$ cat config.mk
export PLATFORM = sky130hd
export DESIGN_NAME = pc_unit_flat
export DESIGN_NICKNAME = d
export VERILOG_FILES = /design/src/rtl/pc_unit_if.sv /design/src/rtl/pc_unit.sv /design/src/flat_wrapper.sv
export SDC_FILE = /design/constraint.sdc
export NUM_CORES = 1
export LEC_CHECK = 0
export CAP_MARGIN = 15
export CORE_ASPECT_RATIO = 0.9
export CORE_MARGIN = 2
export CORE_UTILIZATION = 37
export CTS_CLUSTER_DIAMETER = 30
export DETAILED_ROUTE_END_ITERATION = 16
export GPL_TIMING_DRIVEN = 1
export MAX_ROUTING_LAYER = met4
export PLACE_DENSITY = 0.67
export SLEW_MARGIN = 40
export SYNTH_ARGS = -nofsm -noshare
export SYNTH_HDL_FRONTEND = slang
export SYNTH_SLANG_ARGS = --single-unit
$ cat constraint.sdc
create_clock -name CLK -period 2.3 [get_ports CLK]
set_clock_uncertainty 0.1 [all_clocks]
set_input_delay 0.46 -clock CLK [delete_from_list [all_inputs] [get_ports CLK]]
set_output_delay 0.46 -clock CLK [all_outputs]
set_load 0.05 [all_outputs]
$ cat src/rtl/pc_unit_if.sv
// Bus between the control FSM and the program-counter unit.
// Optional PREV signal present when PC_PREV_EN is defined.
interface pc_unit_if #(
    parameter int N = 5
);
    // Handshake: PCW is a one-cycle valid qualifying SEL/TGT on the rising
    // CLK edge; there is no ready, the unit accepts every PCW=1 cycle.
    logic         PCW;
    logic [1:0]   SEL;
    logic [N-1:0] TGT;
    logic [N-1:0] PC;
    logic         RAS_EMPTY;
    logic         RAS_FULL;
    logic         OVF;
    logic         UNF;
`ifdef PC_PREV_EN
    logic [N-1:0] PREV;
`endif

    modport master (
        output PCW,
        output SEL,
        output TGT,
        input  PC,
        input  RAS_EMPTY,
        input  RAS_FULL,
        input  OVF,
        input  UNF
`ifdef PC_PREV_EN
        , input PREV
`endif
    );

    modport slave (
        input  PCW,
        input  SEL,
        input  TGT,
        output PC,
        output RAS_EMPTY,
        output RAS_FULL,
        output OVF,
        output UNF
`ifdef PC_PREV_EN
        , output PREV
`endif
    );
endinterface

$ cat src/rtl/pc_unit.sv
// Program counter with INC/LOAD/CALL/RET modes and a circular return-address stack.
// Define PC_PREV_EN to add the PREV register (PC before the latest update).
module pc_unit #(
    parameter int N         = 5,
    parameter int RST_VEC   = 15,
    parameter int STEP      = 1,
    parameter int RAS_DEPTH = 4
) (
    input logic        CLK,
    input logic        RST,
    pc_unit_if.slave   bus
);
    localparam int CW = $clog2(RAS_DEPTH + 1);
    localparam int PW = (RAS_DEPTH > 1) ? $clog2(RAS_DEPTH) : 1;

    typedef enum logic [1:0] {
        SEL_INC  = 2'b00,
        SEL_LOAD = 2'b01,
        SEL_CALL = 2'b10,
        SEL_RET  = 2'b11
    } sel_e;

    logic [N-1:0]  pc_q, pc_d, pc_plus;
    logic [CW-1:0] cnt_q, cnt_d;
    logic [PW-1:0] top_q, top_d, ptr_next, ptr_prev;
    logic          ovf_q, ovf_d, unf_q, unf_d;
    logic          push;
    logic          empty, full;
    logic [N-1:0]  ras [RAS_DEPTH];

    assign pc_plus  = pc_q + N'(STEP);
    assign empty    = (cnt_q == '0);
    assign full     = (cnt_q == CW'(RAS_DEPTH));
    assign ptr_next = (top_q == PW'(RAS_DEPTH - 1)) ? '0 : top_q + 1'b1;
    assign ptr_prev = (top_q == '0) ? PW'(RAS_DEPTH - 1) : top_q - 1'b1;

    always_comb begin
        pc_d  = pc_q;
        cnt_d = cnt_q;
        top_d = top_q;
        ovf_d = ovf_q;
        unf_d = unf_q;
        push  = 1'b0;
        if (bus.PCW) begin
            case (sel_e'(bus.SEL))
                SEL_INC:  pc_d = pc_plus;
                SEL_LOAD: pc_d = bus.TGT;
                SEL_CALL: begin
                    // When full, the slot after top holds the oldest entry, so
                    // advancing top overwrites it and the count stays saturated.
                    pc_d  = bus.TGT;
                    push  = 1'b1;
                    top_d = ptr_next;
                    if (full) ovf_d = 1'b1;
                    else      cnt_d = cnt_q + 1'b1;
                end
                SEL_RET: begin
                    if (empty) begin
                        pc_d  = N'(RST_VEC);
                        unf_d = 1'b1;
                    end else begin
                        pc_d  = ras[top_q];
                        top_d = ptr_prev;
                        cnt_d = cnt_q - 1'b1;
                    end
                end
                default: pc_d = pc_q;
            endcase
        end
    end

    always_ff @(posedge CLK or posedge RST) begin
        if (RST) begin
            pc_q  <= N'(RST_VEC);
            cnt_q <= '0;
            top_q <= '0;
            ovf_q <= 1'b0;
            unf_q <= 1'b0;
        end else begin
            pc_q  <= pc_d;
            cnt_q <= cnt_d;
            top_q <= top_d;
            ovf_q <= ovf_d;
            unf_q <= unf_d;
        end
    end

    // Entry contents are don't-care after reset, so the storage has no reset.
    always_ff @(posedge CLK) begin
        if (push && !RST) ras[ptr_next] <= pc_plus;
    end

`ifdef PC_PREV_EN
    logic [N-1:0] prev_q;
    always_ff @(posedge CLK or posedge RST) begin
        if (RST)          prev_q <= N'(RST_VEC);
        else if (bus.PCW) prev_q <= pc_q;
    end
    assign bus.PREV = prev_q;
`endif

    assign bus.PC        = pc_q;
    assign bus.RAS_EMPTY = empty;
    assign bus.RAS_FULL  = full;
    assign bus.OVF       = ovf_q;
    assign bus.UNF       = unf_q;
endmodule

$ cat src/flat_wrapper.sv
// flat-port wrapper written by rule: the top's interface ports become plain ports
module pc_unit_flat 
#(
    parameter int N         = 5,
    parameter int RST_VEC   = 15,
    parameter int STEP      = 1,
    parameter int RAS_DEPTH = 4
)
  (CLK, RST, bus_PCW, bus_SEL, bus_TGT, bus_PC, bus_RAS_EMPTY, bus_RAS_FULL, bus_OVF, bus_UNF);
  pc_unit_if #(.N(N)) bus_i ();
  input logic CLK;
  input logic RST;
  input wire logic [$bits(bus_i.PCW)-1:0] bus_PCW;
  input wire logic [$bits(bus_i.SEL)-1:0] bus_SEL;
  input wire logic [$bits(bus_i.TGT)-1:0] bus_TGT;
  output wire logic [$bits(bus_i.PC)-1:0] bus_PC;
  output wire logic [$bits(bus_i.RAS_EMPTY)-1:0] bus_RAS_EMPTY;
  output wire logic [$bits(bus_i.RAS_FULL)-1:0] bus_RAS_FULL;
  output wire logic [$bits(bus_i.OVF)-1:0] bus_OVF;
  output wire logic [$bits(bus_i.UNF)-1:0] bus_UNF;
  assign bus_i.PCW = bus_PCW;
  assign bus_i.SEL = bus_SEL;
  assign bus_i.TGT = bus_TGT;
  assign bus_PC = bus_i.PC;
  assign bus_RAS_EMPTY = bus_i.RAS_EMPTY;
  assign bus_RAS_FULL = bus_i.RAS_FULL;
  assign bus_OVF = bus_i.OVF;
  assign bus_UNF = bus_i.UNF;
  pc_unit #(.N(N), .RST_VEC(RST_VEC), .STEP(STEP), .RAS_DEPTH(RAS_DEPTH)) u_core (.CLK(CLK), .RST(RST), .bus(bus_i));
endmodule
==> flow_summary.html <==
<table>
<tr><th>Metric</th><th>Value</th></tr>
<tr><th colspan="2">Synthesis</th></tr>
<tr><td>Cells after Synth</td><td>128</td></tr>
<tr><td>Number of distinct library cells after synthesis</td><td>34</td></tr>
<tr><td>Ys async rst share</td><td>0.3750</td></tr>
<tr><td>Synth Flop Type</td><td>edfxtp_1</td></tr>
<tr><td>EDFF count, synth</td><td>20</td></tr>
<tr><td>Number of warnings issued by yosys</td><td>0</td></tr>
<tr><td>Mean instance size in the synthesized netlist</td><td>12.83 sq um</td></tr>
<tr><td>Synth Register Bits</td><td>32</td></tr>
<tr><td>Total nets after synthesis</td><td>149</td></tr>
<tr><td>Sequential share of the synthesized area</td><td>0.5514</td></tr>
<tr><td>Area of the mapped netlist</td><td>1643 sq um</td></tr>
<tr><th colspan="2">Global route</th></tr>
<tr><td>Number of global-route vias before repair</td><td>1109</td></tr>
<tr><td>Largest net degree at the start of global routing</td><td>14</td></tr>
<tr><td>First-pass GRT wire length</td><td>5216 um</td></tr>
<tr><td>Antenna violations before repair</td><td>0</td></tr>
<tr><td>GRT Total Usage</td><td>0.1494</td></tr>
<tr><td>Total congestion overflow</td><td>0</td></tr>
<tr><th colspan="2">Placed design</th></tr>
<tr><td>Pre-CTS worst setup slack</td><td>0.004684 ns</td></tr>
<tr><td>Placed instance area</td><td>1934 sq um</td></tr>
<tr><td>Count of placed standard cells including taps</td><td>209</td></tr>
<tr><td>GP Congestion</td><td>0.8110</td></tr>
<tr><td>HPWL after detailed placement</td><td>2298 um</td></tr>
<tr><td>Quantity of I/O buffers inserted on ports</td><td>18</td></tr>
<tr><th colspan="2">Power and ir drop</th></tr>
<tr><td>Pwr Total</td><td>2.102 mW</td></tr>
<tr><td>Pwr/cell area</td><td>1037 nW/um^2</td></tr>
<tr><td>Worst supply voltage drop on vdd</td><td>0.0003509 V</td></tr>
<tr><td>Pleak</td><td>0.7932 nW</td></tr>
<tr><th colspan="2">Critical path</th></tr>
<tr><td>Worst EP required</td><td>1.74 ns</td></tr>
<tr><td>Max stage delay on crit path</td><td>0.81 ns</td></tr>
<tr><td>Critical path, cell by cell</td><td>clkdlybuf4s50_1</td></tr>
<tr><td>Worst path depth</td><td>1</td></tr>
<tr><td>Crit-path slowest cell</td><td>clkdlybuf4s50_1</td></tr>
<tr><td>CP endpoint kind</td><td>output pin</td></tr>
<tr><td>WS Path Type</td><td>flop to output pin</td></tr>
<tr><td>Number of cells traversed by the worst register-to-register path</td><td>5</td></tr>
<tr><td>Biggest fanout along the worst timing path</td><td>6</td></tr>
<tr><td>Crit path max-delay family</td><td>buffers and inverters</td></tr>
<tr><td>CP arrival</td><td>1.68 ns</td></tr>
<tr><td>Buffering stage count on the worst path with inverters included</td><td>1</td></tr>
<tr><td>Type of origin of the critical path</td><td>flop</td></tr>
<tr><th colspan="2">Floorplanning</th></tr>
<tr><td>Area of the die</td><td>4990 sq um</td></tr>
<tr><td>Floorplan die height</td><td>67.22 um</td></tr>
<tr><td>Die W</td><td>74.24 um</td></tr>
<tr><td>Initial Utilization</td><td>0.3926</td></tr>
<tr><td>Count of boundary I/O pins</td><td>19</td></tr>
<tr><td>Cell row count</td><td>22</td></tr>
<tr><td>Core region area</td><td>4184 sq um</td></tr>
<tr><th colspan="2">Timing</th></tr>
<tr><td>Number of setup violations in the final report</td><td>0</td></tr>
<tr><td>Slew at the pin closest to its max-slew limit</td><td>0.7702 ns</td></tr>
<tr><td>Final-report max-slew violation count</td><td>0</td></tr>
<tr><td>Highest clock frequency the design can meet</td><td>446.2 MHz</td></tr>
<tr><td>Final Hold Viols</td><td>0</td></tr>
<tr><td>Fin worst setup slack</td><td>0.05899 ns</td></tr>
<tr><td>Minimum hold slack</td><td>0.3658 ns</td></tr>
<tr><td>RSZ-0062 raised after global routing</td><td>false</td></tr>
<tr><td>Minimum clock period</td><td>2.241 ns</td></tr>
<tr><td>Summed negative setup slack over all endpoints</td><td>0 ns</td></tr>
<tr><td>Relative max-transition margin</td><td>0.4826</td></tr>
<tr><td>Final worst-path cycle share</td><td>0.9744</td></tr>
<tr><th colspan="2">Outcome</th></tr>
<tr><td>Run status</td><td>finished clean</td></tr>
<tr><th colspan="2">Detailed routing</th></tr>
<tr><td>DRC</td><td>0</td></tr>
<tr><td>Post-DRT Antenna Nets</td><td>0</td></tr>
<tr><td>Starting DRT DRC Count</td><td>73</td></tr>
<tr><td>Iteration count of the initial detailed-routing pass</td><td>4</td></tr>
<tr><td>WL final</td><td>3147 um</td></tr>
<tr><td>Wire length per cell after detailed routing</td><td>14.50 um</td></tr>
<tr><td>Vias/cell</td><td>5.000</td></tr>
<tr><td>Via total after detailed routing</td><td>1085</td></tr>
<tr><th colspan="2">Clock network</th></tr>
<tr><td>TritonCTS buffer count</td><td>5</td></tr>
<tr><td>Maximum number of buffers from clock root to sink</td><td>2</td></tr>
<tr><td>Max H-tree Level</td><td>2</td></tr>
<tr><td>Clock Root Buffer</td><td>clkbuf_8</td></tr>
<tr><td>Resized Gates After CTS</td><td>0</td></tr>
<tr><td>Clock edge transition at the registers on the reported setup and hold paths</td><td>0.07 ns</td></tr>
<tr><td>Clock tree from TritonCTS</td><td>yes</td></tr>
<tr><td>Later-pin clock latency in the skew report</td><td>0.28 ns</td></tr>
<tr><td>CTS Hold Buffers Added</td><td>0</td></tr>
<tr><td>Number of clock sinks seen by CTS</td><td>32</td></tr>
<tr><td>Post-CTS Repair Setup Buffers</td><td>0</td></tr>
<tr><th colspan="2">Layout</th></tr>
<tr><td>Layout Cells excl Fill</td><td>217</td></tr>
<tr><td>Utilization of the core after routing</td><td>0.4845</td></tr>
<tr><td>Layout cells sized above 1</td><td>0.1783</td></tr>
<tr><td>Synth-to-Final Area Change</td><td>23.38%</td></tr>
<tr><td>Antenna diode count</td><td>0</td></tr>
<tr><td>Number of nets in the final layout</td><td>177</td></tr>
<tr><td>Final design area excluding fillers</td><td>2027 sq um</td></tr>
<tr><th colspan="2">Job</th></tr>
<tr><td>Reported max-cap violation count</td><td>0</td></tr>
<tr><th colspan="2">Worst hold path</th></tr>
<tr><td>Hold Crit Class</td><td>flop to flop</td></tr>
<tr><td>Hold Crit Depth</td><td>1</td></tr>
</table>
==> placed cells by master, fill, tap and decap left out, types with 2 or more instances in the layout <==
cell,Yosys,final
edfxtp_1,20,20
clkdlybuf4s50_1,0,15
inv_1,11,11
a21oi_1,11,11
ha_1,10,10
buf_4,0,10
nand2_1,8,8
dfrtp_1,8,8
o21ai_0,6,6
nor2_1,6,6
and2_1,6,6
xnor2_1,5,5
clkbuf_8,0,5
mux4_1,4,4
dfstp_2,4,4
nor3_1,2,2
o22ai_1,2,2
a31o_2,2,2
nand3_1,2,2
mux2i_1,2,2
clkinvlp_4,0,2
==> Yosys cell counts (2+ instances only) <==
library cell  instances  area share
mux2i_1               2       0.012
and2_1                6       0.023
nand2_1               8       0.018
inv_1                11       0.025
xnor2_1               5       0.027
edfxtp_1             20        0.37
o21ai_0               6       0.018
a31o_2                2       0.011
buf_2                 2      0.0061
ha_1                 10       0.076
nor2_1                6       0.014
a21oi_1              11       0.034
o22ai_1               2      0.0076
dfrtp_1               8        0.12
nor3_1                2      0.0061
nand3_1               2      0.0061
mux4_1                4       0.064
dfstp_2               4       0.064
clkbuf_1              2      0.0046
==> metal layers <==
| layer | share of wire | wire length [um] | up-vias | global-route usage |
|---|---|---|---|---|
| li1 | - | - | 521 | - |
| met1 | 0.47 | 1471 | 543 | 0.1821 |
| met2 | 0.49 | 1543 | 19 | 0.2377 |
| met3 | 0.039 | 122 | 2 | 0.04627 |
| met4 | 0.0032 | 10 | 0 | 0.05134 |
| met5 | 0 | 0 | - | - |
==> cell families after synthesis <==
kind of cell | count (synthesis) | synth area share
xor+xnor | 6 | 0.03199
simple gates | 27 | 0.07846
compound gates | 29 | 0.1173
mux | 7 | 0.08987
buf+inv | 16 | 0.04265
flops | 32 | 0.5514
fa+ha+maj | 11 | 0.08835
==> final cells by class <==
cell class | count | area, sq um
fill | 375 | 2157
inverter | 11 | 41.29
tap | 60 | 75.07
timing repair buffer | 26 | 245.2
multi-input combinational | 80 | 666.9
clock buffer | 5 | 68.82
clock inverter | 3 | 23.77
sequential | 32 | 905.9
==> report_power, final <==
part	total (mW)	switching [mW]	internal, mW
Combinational	0.792	0.448	0.344
Clock	0.431	0.217	0.214
Sequential	0.878	0.128	0.750
Total	2.10	0.794	1.31
==> state kept, by name (all words and copies together), names as in the netlist <==
signal	flops
u_core.ras	20
u_core.bus.UNF	1
u_core.bus.OVF	1
u_core.bus.PC	5
u_core.top_q	2
u_core.cnt_q	3
==> worst paths after layout <==
path                                               from                      endpoint  slack (ns)
max                        u_core.bus.PC[2]$_DFFE_PP1P_                     bus_PC[2]        0.06
min                          u_core.bus.OVF$_DFFE_PP0P_    u_core.bus.OVF$_DFFE_PP0P_        0.37
max reg2reg                 u_core.cnt_q[1]$_DFFE_PP0P_   u_core.top_q[0]$_DFFE_PP0P_        0.45
min reg2reg                  u_core.bus.OVF$_DFFE_PP0P_    u_core.bus.OVF$_DFFE_PP0P_        0.37
max in group asynchronous                           RST  u_core.bus.PC[0]$_DFFE_PP1P_        1.46
min in group asynchronous                           RST    u_core.bus.OVF$_DFFE_PP0P_        0.41
No activity file was read; power rests on OpenSTA's default activity.
